[config.mk]
export PLATFORM = sky130hd
export DESIGN_NAME = router_sync_n_flat
export DESIGN_NICKNAME = d
export VERILOG_FILES = /design/src/rtl/router_sync_n_pkg.sv /design/src/rtl/router_sync_n_if.sv /design/src/rtl/router_sync_n_timer.sv /design/src/rtl/router_sync_n.sv /design/src/flat_wrapper.sv
export SDC_FILE = /design/constraint.sdc
export NUM_CORES = 1
export LEC_CHECK = 0
export CELL_PAD_IN_SITES_DETAIL_PLACEMENT = 0
export CELL_PAD_IN_SITES_GLOBAL_PLACEMENT = 1
export CORE_MARGIN = 2
export CORE_UTILIZATION = 38
export CTS_BUF_LIST = sky130_fd_sc_hd__clkbuf_4 sky130_fd_sc_hd__clkbuf_8
export DETAILED_ROUTE_END_ITERATION = 10
export HOLD_SLACK_MARGIN = 0.02
export PLACE_DENSITY_LB_ADDON = 0.1
export SYNTH_ARGS = -nofsm -noshare
export SYNTH_HDL_FRONTEND = slang
export SYNTH_HIERARCHICAL = 1
export SYNTH_SLANG_ARGS = --single-unit
[constraint.sdc]
create_clock -name clock -period 1.3 [get_ports clock]
set_input_delay 0.39 -clock clock [delete_from_list [all_inputs] [get_ports clock]]
set_output_delay 0.39 -clock clock [all_outputs]
set_load 0.01 [all_outputs]
[src/rtl/router_sync_n_pkg.sv]
// router_pkg: shared defaults and width helpers for the router sync stage.
package router_pkg;
  localparam int ROUTER_NUM_CH = 3;
  localparam int ROUTER_TIMEOUT = 30;
  function automatic int clog2(input int v);
    int r;
    r = 0;
    while ((1 << r) < v) r++;
    return r;
  endfunction
  function automatic int addr_w(input int n);
    return (clog2(n) > 1) ? clog2(n) : 1;
  endfunction
  typedef logic [addr_w(ROUTER_NUM_CH)-1:0] ch_idx_t;
endpackage

[src/rtl/router_sync_n_if.sv]
// router_sync_n_if: FSM/FIFO-side signals of the sync stage; master drives, slave is the sync block.
// ROUTER_SYNC_TIMEOUT_STATUS_EN adds clr_status/timeout_status.
interface router_sync_n_if import router_pkg::*; #(parameter int NUM_CH = ROUTER_NUM_CH);
  localparam int ADDR_W = addr_w(NUM_CH);
  logic              detect_add;
  logic [ADDR_W-1:0] data_in;
  logic              write_enb_reg;
  logic [NUM_CH-1:0] read_enb;
  logic [NUM_CH-1:0] empty;
  logic [NUM_CH-1:0] full;
  logic [NUM_CH-1:0] vld_out;
  logic [NUM_CH-1:0] soft_reset;
  logic              fifo_full;
  logic [NUM_CH-1:0] write_enb;
  logic              addr_err;
`ifdef ROUTER_SYNC_TIMEOUT_STATUS_EN
  logic              clr_status;
  logic [NUM_CH-1:0] timeout_status;
`endif
  modport master (
    output detect_add, data_in, write_enb_reg, read_enb, empty, full,
    input  vld_out, soft_reset, fifo_full, write_enb, addr_err
`ifdef ROUTER_SYNC_TIMEOUT_STATUS_EN
    , output clr_status, input timeout_status
`endif
  );
  modport slave (
    input  detect_add, data_in, write_enb_reg, read_enb, empty, full,
    output vld_out, soft_reset, fifo_full, write_enb, addr_err
`ifdef ROUTER_SYNC_TIMEOUT_STATUS_EN
    , input clr_status, output timeout_status
`endif
  );
endinterface

[src/rtl/router_sync_n_timer.sv]
// router_sync_timer: one channel's read-timeout counter and registered soft_reset pulse.
// ROUTER_SYNC_TIMEOUT_STATUS_EN adds a sticky timeout_status flop.
module router_sync_timer import router_pkg::*; #(
  parameter int TIMEOUT = ROUTER_TIMEOUT
) (
  input  logic clock,
  input  logic resetn,
  input  logic vld,
  input  logic read,
  output logic soft_reset
`ifdef ROUTER_SYNC_TIMEOUT_STATUS_EN
  , input  logic clr_status
  , output logic timeout_status
`endif
);
  localparam int CNT_W = clog2(TIMEOUT + 1);
  logic [CNT_W-1:0] cnt;
  logic cnt_en, hit;
  assign cnt_en = vld & ~read;
  assign hit = cnt_en && (cnt == CNT_W'(TIMEOUT - 1));
  always_ff @(posedge clock or negedge resetn)
    if (!resetn) begin
      cnt        <= '0;
      soft_reset <= 1'b0;
    end else begin
      cnt        <= (cnt_en && !hit) ? cnt + CNT_W'(1) : '0;
      soft_reset <= hit;
    end
`ifdef ROUTER_SYNC_TIMEOUT_STATUS_EN
  // set wins over a simultaneous clear
  always_ff @(posedge clock or negedge resetn)
    if (!resetn) timeout_status <= 1'b0;
    else timeout_status <= hit | (timeout_status & ~clr_status);
`endif
endmodule

[src/rtl/router_sync_n.sv]
// router_sync_n: header address latch/decode, addressed full mux, per-channel read timeouts.
// Optional ROUTER_SYNC_TIMEOUT_STATUS_EN adds sticky per-channel timeout status.
module router_sync_n import router_pkg::*; #(
  parameter int NUM_CH  = ROUTER_NUM_CH,
  parameter int TIMEOUT = ROUTER_TIMEOUT
) (
  input logic clock,
  input logic resetn,
  router_sync_n_if.slave bus
);
  localparam int ADDR_W = addr_w(NUM_CH);
  logic [ADDR_W-1:0] addr_q;
  logic addr_valid, addr_seen;
  logic [NUM_CH-1:0] sr;
`ifdef ROUTER_SYNC_TIMEOUT_STATUS_EN
  logic [NUM_CH-1:0] st;
  assign bus.timeout_status = st;
`endif
  always_ff @(posedge clock or negedge resetn)
    if (!resetn) begin
      addr_q     <= '0;
      addr_valid <= 1'b0;
      addr_seen  <= 1'b0;
    end else if (bus.detect_add) begin
      addr_q     <= bus.data_in;
      addr_valid <= {1'b0, bus.data_in} < (ADDR_W + 1)'(NUM_CH);
      addr_seen  <= 1'b1;
    end
  // out-of-range addr_q only reaches full[] while addr_valid masks it
  assign bus.write_enb  = (bus.write_enb_reg && addr_valid) ? NUM_CH'(1) << addr_q : '0;
  assign bus.fifo_full  = addr_valid & bus.full[addr_q];
  assign bus.vld_out    = ~bus.empty;
  assign bus.addr_err   = ~addr_valid & addr_seen;
  assign bus.soft_reset = sr;
  for (genvar i = 0; i < NUM_CH; i++) begin : g_ch
    router_sync_timer #(.TIMEOUT(TIMEOUT)) u_tmr (
      .clock          (clock),
      .resetn         (resetn),
      .vld            (~bus.empty[i]),
      .read           (bus.read_enb[i]),
      .soft_reset     (sr[i])
`ifdef ROUTER_SYNC_TIMEOUT_STATUS_EN
      , .clr_status     (bus.clr_status)
      , .timeout_status (st[i])
`endif
    );
  end
endmodule
[src/flat_wrapper.sv]
// flat-port wrapper written by rule: the top's interface ports become plain ports
module router_sync_n_flat import router_pkg::*;
#(
  parameter int NUM_CH  = ROUTER_NUM_CH,
  parameter int TIMEOUT = ROUTER_TIMEOUT
)
  (clock, resetn, bus_detect_add, bus_data_in, bus_write_enb_reg, bus_read_enb, bus_empty, bus_full, bus_vld_out, bus_soft_reset, bus_fifo_full, bus_write_enb, bus_addr_err);
  router_sync_n_if #(.NUM_CH(NUM_CH)) bus_i ();
  input logic clock;
  input logic resetn;
  input wire logic [$bits(bus_i.detect_add)-1:0] bus_detect_add;
  input wire logic [$bits(bus_i.data_in)-1:0] bus_data_in;
  input wire logic [$bits(bus_i.write_enb_reg)-1:0] bus_write_enb_reg;
  input wire logic [$bits(bus_i.read_enb)-1:0] bus_read_enb;
  input wire logic [$bits(bus_i.empty)-1:0] bus_empty;
  input wire logic [$bits(bus_i.full)-1:0] bus_full;
  output wire logic [$bits(bus_i.vld_out)-1:0] bus_vld_out;
  output wire logic [$bits(bus_i.soft_reset)-1:0] bus_soft_reset;
  output wire logic [$bits(bus_i.fifo_full)-1:0] bus_fifo_full;
  output wire logic [$bits(bus_i.write_enb)-1:0] bus_write_enb;
  output wire logic [$bits(bus_i.addr_err)-1:0] bus_addr_err;
  assign bus_i.detect_add = bus_detect_add;
  assign bus_i.data_in = bus_data_in;
  assign bus_i.write_enb_reg = bus_write_enb_reg;
  assign bus_i.read_enb = bus_read_enb;
  assign bus_i.empty = bus_empty;
  assign bus_i.full = bus_full;
  assign bus_vld_out = bus_i.vld_out;
  assign bus_soft_reset = bus_i.soft_reset;
  assign bus_fifo_full = bus_i.fifo_full;
  assign bus_write_enb = bus_i.write_enb;
  assign bus_addr_err = bus_i.addr_err;
  router_sync_n #(.NUM_CH(NUM_CH), .TIMEOUT(TIMEOUT)) u_core (.clock(clock), .resetn(resetn), .bus(bus_i));
endmodule
==> impl_metrics.env <==
export IMPL_dr_total_vias=736
export IMPL_fin_worst_skew_ns=0.000371
export IMPL_nNetsFinal=151
export IMPL_synth_edf_count=0
export IMPL_setup_worst_path_end_class="output pin"
export IMPL_post_drt_wl_per_cell_um=11.4
export IMPL_htree_levels=1
export IMPL_antenna_cells=0
export IMPL_ys_warnings_count=6
export IMPL_setup_viol=5
export IMPL_drive_gt1_share_pct=24.8
export IMPL_grt_max_degree=23
export IMPL_drt_wl_total_um=1820
export IMPL_synth_top_family_by_area="simple AND/OR/NAND/NOR gates"
export IMPL_synth_most_common_cell="dfrtp_1"
export IMPL_cp_start_kind="input port"
export IMPL_io_pins=26
export IMPL_synth_compound_area_share_pct=1.16
export IMPL_slew_limit_headroom_pct=85.2
export IMPL_coreArea_um2=2450
export IMPL_syn_to_final_growth_pct=41.5
export IMPL_grt_usage_pct=14.6
export IMPL_arrival_ns=1.24
export IMPL_synthMuxAreaShare_pct=3.34
export IMPL_port_buffers=25
export IMPL_first_pass_iters=4
export IMPL_p_comb_share_pct=12.7
export IMPL_synth_xor_area_share_pct=8.09
export IMPL_rows=18
export IMPL_critPathMaxFanout=1
export IMPL_rsz0062_at_grt="true"
export IMPL_synth_top_area_share_pct=56.5
export IMPL_seqPwrFrac_pct=50.9
export IMPL_maxSlewViolCount=0
export IMPL_synth_commonest_cells="dfrtp_1 (22), nor2_1 (16)"
export IMPL_switching_share_pct=21.0
export IMPL_die_w_um=54.6
export IMPL_grt_pass1_vias=713
export IMPL_maxCapViolations=0
export IMPL_synth_cell_types=19
export IMPL_clkPwrFrac_pct=36.4
export IMPL_ys_ff_latch=22
export IMPL_overflow=0
export IMPL_drt_iter0_drc=2
export IMPL_hold_class="in -> async"
export IMPL_numCtsBuffers=3
export IMPL_crit_type="in -> out"
export IMPL_setup_tns_ns=-1.24
export IMPL_antenna_left=0
export IMPL_outcome="finished with violations"
export IMPL_p_int_mw=1.12
export IMPL_fin_ws_ns=-0.333
export IMPL_drc=0
export IMPL_cts_tree="built"
export IMPL_yosysTopAreaCell="dfrtp_1"
export IMPL_antenna_found_initial=0
export IMPL_total_switching_power_uw=297
export IMPL_cellPowerDensity_nw_per_um2=1030
export IMPL_async_flop_share_pct=100
export IMPL_failed_checks="negative setup slack"
export IMPL_die_h_um=54.6
export IMPL_gp_congestion=0.699
export IMPL_die_area_um2=2990
export IMPL_syn_nets=108
export IMPL_synth_simple_area_share_pct=20.9
export IMPL_netlist_area_um2=975
export IMPL_cts_buffer_depth=2
export IMPL_max_vdd_ir_drop_v=0.000715
export IMPL_clk_latency_ns=0.29
export IMPL_place_ws_ns=-0.779
export IMPL_start_util_pct=39.7
export IMPL_min_period_ns=1.63
export IMPL_finalCritPeriodShare_pct=126
export IMPL_synth_fa_ha_area_share_pct=7.70
export IMPL_cts_clk_slew_worst_paths_ns=0.13
export IMPL_tightest_slew_ns=0.221
export IMPL_avgSynthCellArea_um2=11.2
export IMPL_grt_pass1_wl_um=3040
export IMPL_hold_viol=0
export IMPL_dp_hpwl_um=1270
export IMPL_synth_top_flop_cell="dfrtp_1"
export IMPL_ctsRootBufferMaster="clkbuf_4"
export IMPL_via_per_inst=4.63
export IMPL_numClockSinks=22
export IMPL_r2r_cells=4
export IMPL_utilization_pct=56.2
export IMPL_fmax_ghz=0.613
export IMPL_synth_area_leaders="dfrtp_1 (56%), ha_1 (7.7%), nor2_1 (6.2%), xor2_1 (5.4%), nor3b_1 (3.9%)"
export IMPL_crit_required_ns=0.91
export IMPL_power_leakage_nw=0.664
export IMPL_syn_inst=87
export IMPL_yosysSeqAreaShare_pct=56.5
-- cell usage in the layout, fill, tap and decap left out --
master / count
xnor2_1: 3
buf_12: 1
clkdlybuf4s50_1: 8
ha_1: 6
nor3_1: 1
o21ai_1: 1
mux2_1: 2
and2_1: 1
nand4_1: 3
clkbuf_4: 3
nor2_1: 16
nor3b_1: 3
xor2_1: 6
buf_2: 11
dfrtp_1: 22
bufinv_16: 1
nor3b_2: 2
dlygate4sd2_1: 6
buf_6: 1
nand3_1: 6
nand2_2: 1
mux2i_1: 1
nor2b_1: 1
buf_4: 11
inv_1: 6
a31oi_1: 1
or2_2: 1
nand3b_1: 4
-- kinds of logic (layout without fill, tap and decap cells) --
| kind of cell | count (synthesis) | after routing |
|---|---|---|
| buffers and inverters | 6 | 48 |
| xor gates and xnor gates | 9 | 9 |
| AOI/OAI and AO/OA | 2 | 2 |
| muxes | 3 | 3 |
| and+or+nand+nor | 39 | 39 |
| adders and majority gates | 6 | 6 |
| DFF | 22 | 22 |
-- repair_timing --
action | in CTS | in global routing
buffers inserted | 7 | 0
gates resized for setup | 54 | 0
gates cloned | 0 | 0
pin swaps | 4 | 3
endpoints found under the setup margin | 11 | 6
hold buffers | 0 | 0
-- stage by stage --
stage / instance area, µm² / power (mW) / hold slack [ns] / instances
after CTS: 1380 / 1.44 / 0.407 / 159
after global routing: 1380 / 1.48 / 0.399 / 159
after floorplan: 975 / 0.788 / 0.0944 / 87
after detailed placement: 1320 / 0.912 / 0.446 / 148
final: 1380 / 1.42 / 0.413 / 159
after global placement: 1320 / 0.909 / 0.446 / 148
-- final timing paths --
check,startpoint,to,slack [ns]
max,bus_full[1],bus_fifo_full,-0.33
max reg2reg,u_core/g_ch[1].u_tmr/cnt[0],u_core/g_ch[1].u_tmr/cnt[3],0.15
max in group asynchronous,resetn,u_core/addr_q[0],0.73
min reg2reg,u_core/addr_seen,u_core/addr_seen,0.47
min,resetn,u_core/g_ch[1].u_tmr/cnt[0],0.41
min in group clock,u_core/addr_seen,u_core/addr_seen,0.47
-- per-layer routing --
| layer | vias to the layer above | track usage [%] | share of wire [%] | routed length [µm] |
|---|---|---|---|---|
| met2 | 17 | 23.2 | 47 | 847 |
| li1 | 376 | - | - | - |
| met4 | 0 | 7.50 | 1.4 | 25 |
| met5 | - | 0 | 0 | 0 |
| met1 | 339 | 18.2 | 46 | 831 |
| met3 | 4 | 3.55 | 6.3 | 115 |
-- flip-flops by register name, summed over array words and instances, names as in the netlist --
name and cells:
u_core/g_ch.u_tmr/cnt 15, u_core/g_ch.u_tmr/soft_reset 3, u_core/addr_q 2, u_core/addr_seen 1, u_core/addr_valid 1
-- area by class of cell --
class | instances | area [µm²]
clock buffers | 3 | 22.5
repair buffers | 38 | 302
clock inverters | 1 | 30.0
well taps | 30 | 37.5
multi-input cells | 59 | 414
inverters | 6 | 22.5
flip-flops and latches | 22 | 551
fillers | 231 | 1080
-- power by group through the flow --
stage | Sequential [mW] | Combinational, mW | Clock [mW]
2_1_floorplan | 0.730 | 0.0577 | 0
3_3_place_gp | 0.734 | 0.176 | 0
3_5_place_dp | 0.734 | 0.178 | 0
4_1_cts | 0.720 | 0.182 | 0.536
5_1_grt | 0.724 | 0.200 | 0.561
6_report | 0.720 | 0.180 | 0.515
-- worst max-delay path, cell delays in order --
cell and delay, ns:
clkdlybuf4s50_1 0.46, nand3b_1 0.07, o21ai_1 0.07, and2_1 0.13, buf_2 0.12
Note: power is estimated with default switching activity, not from simulation.
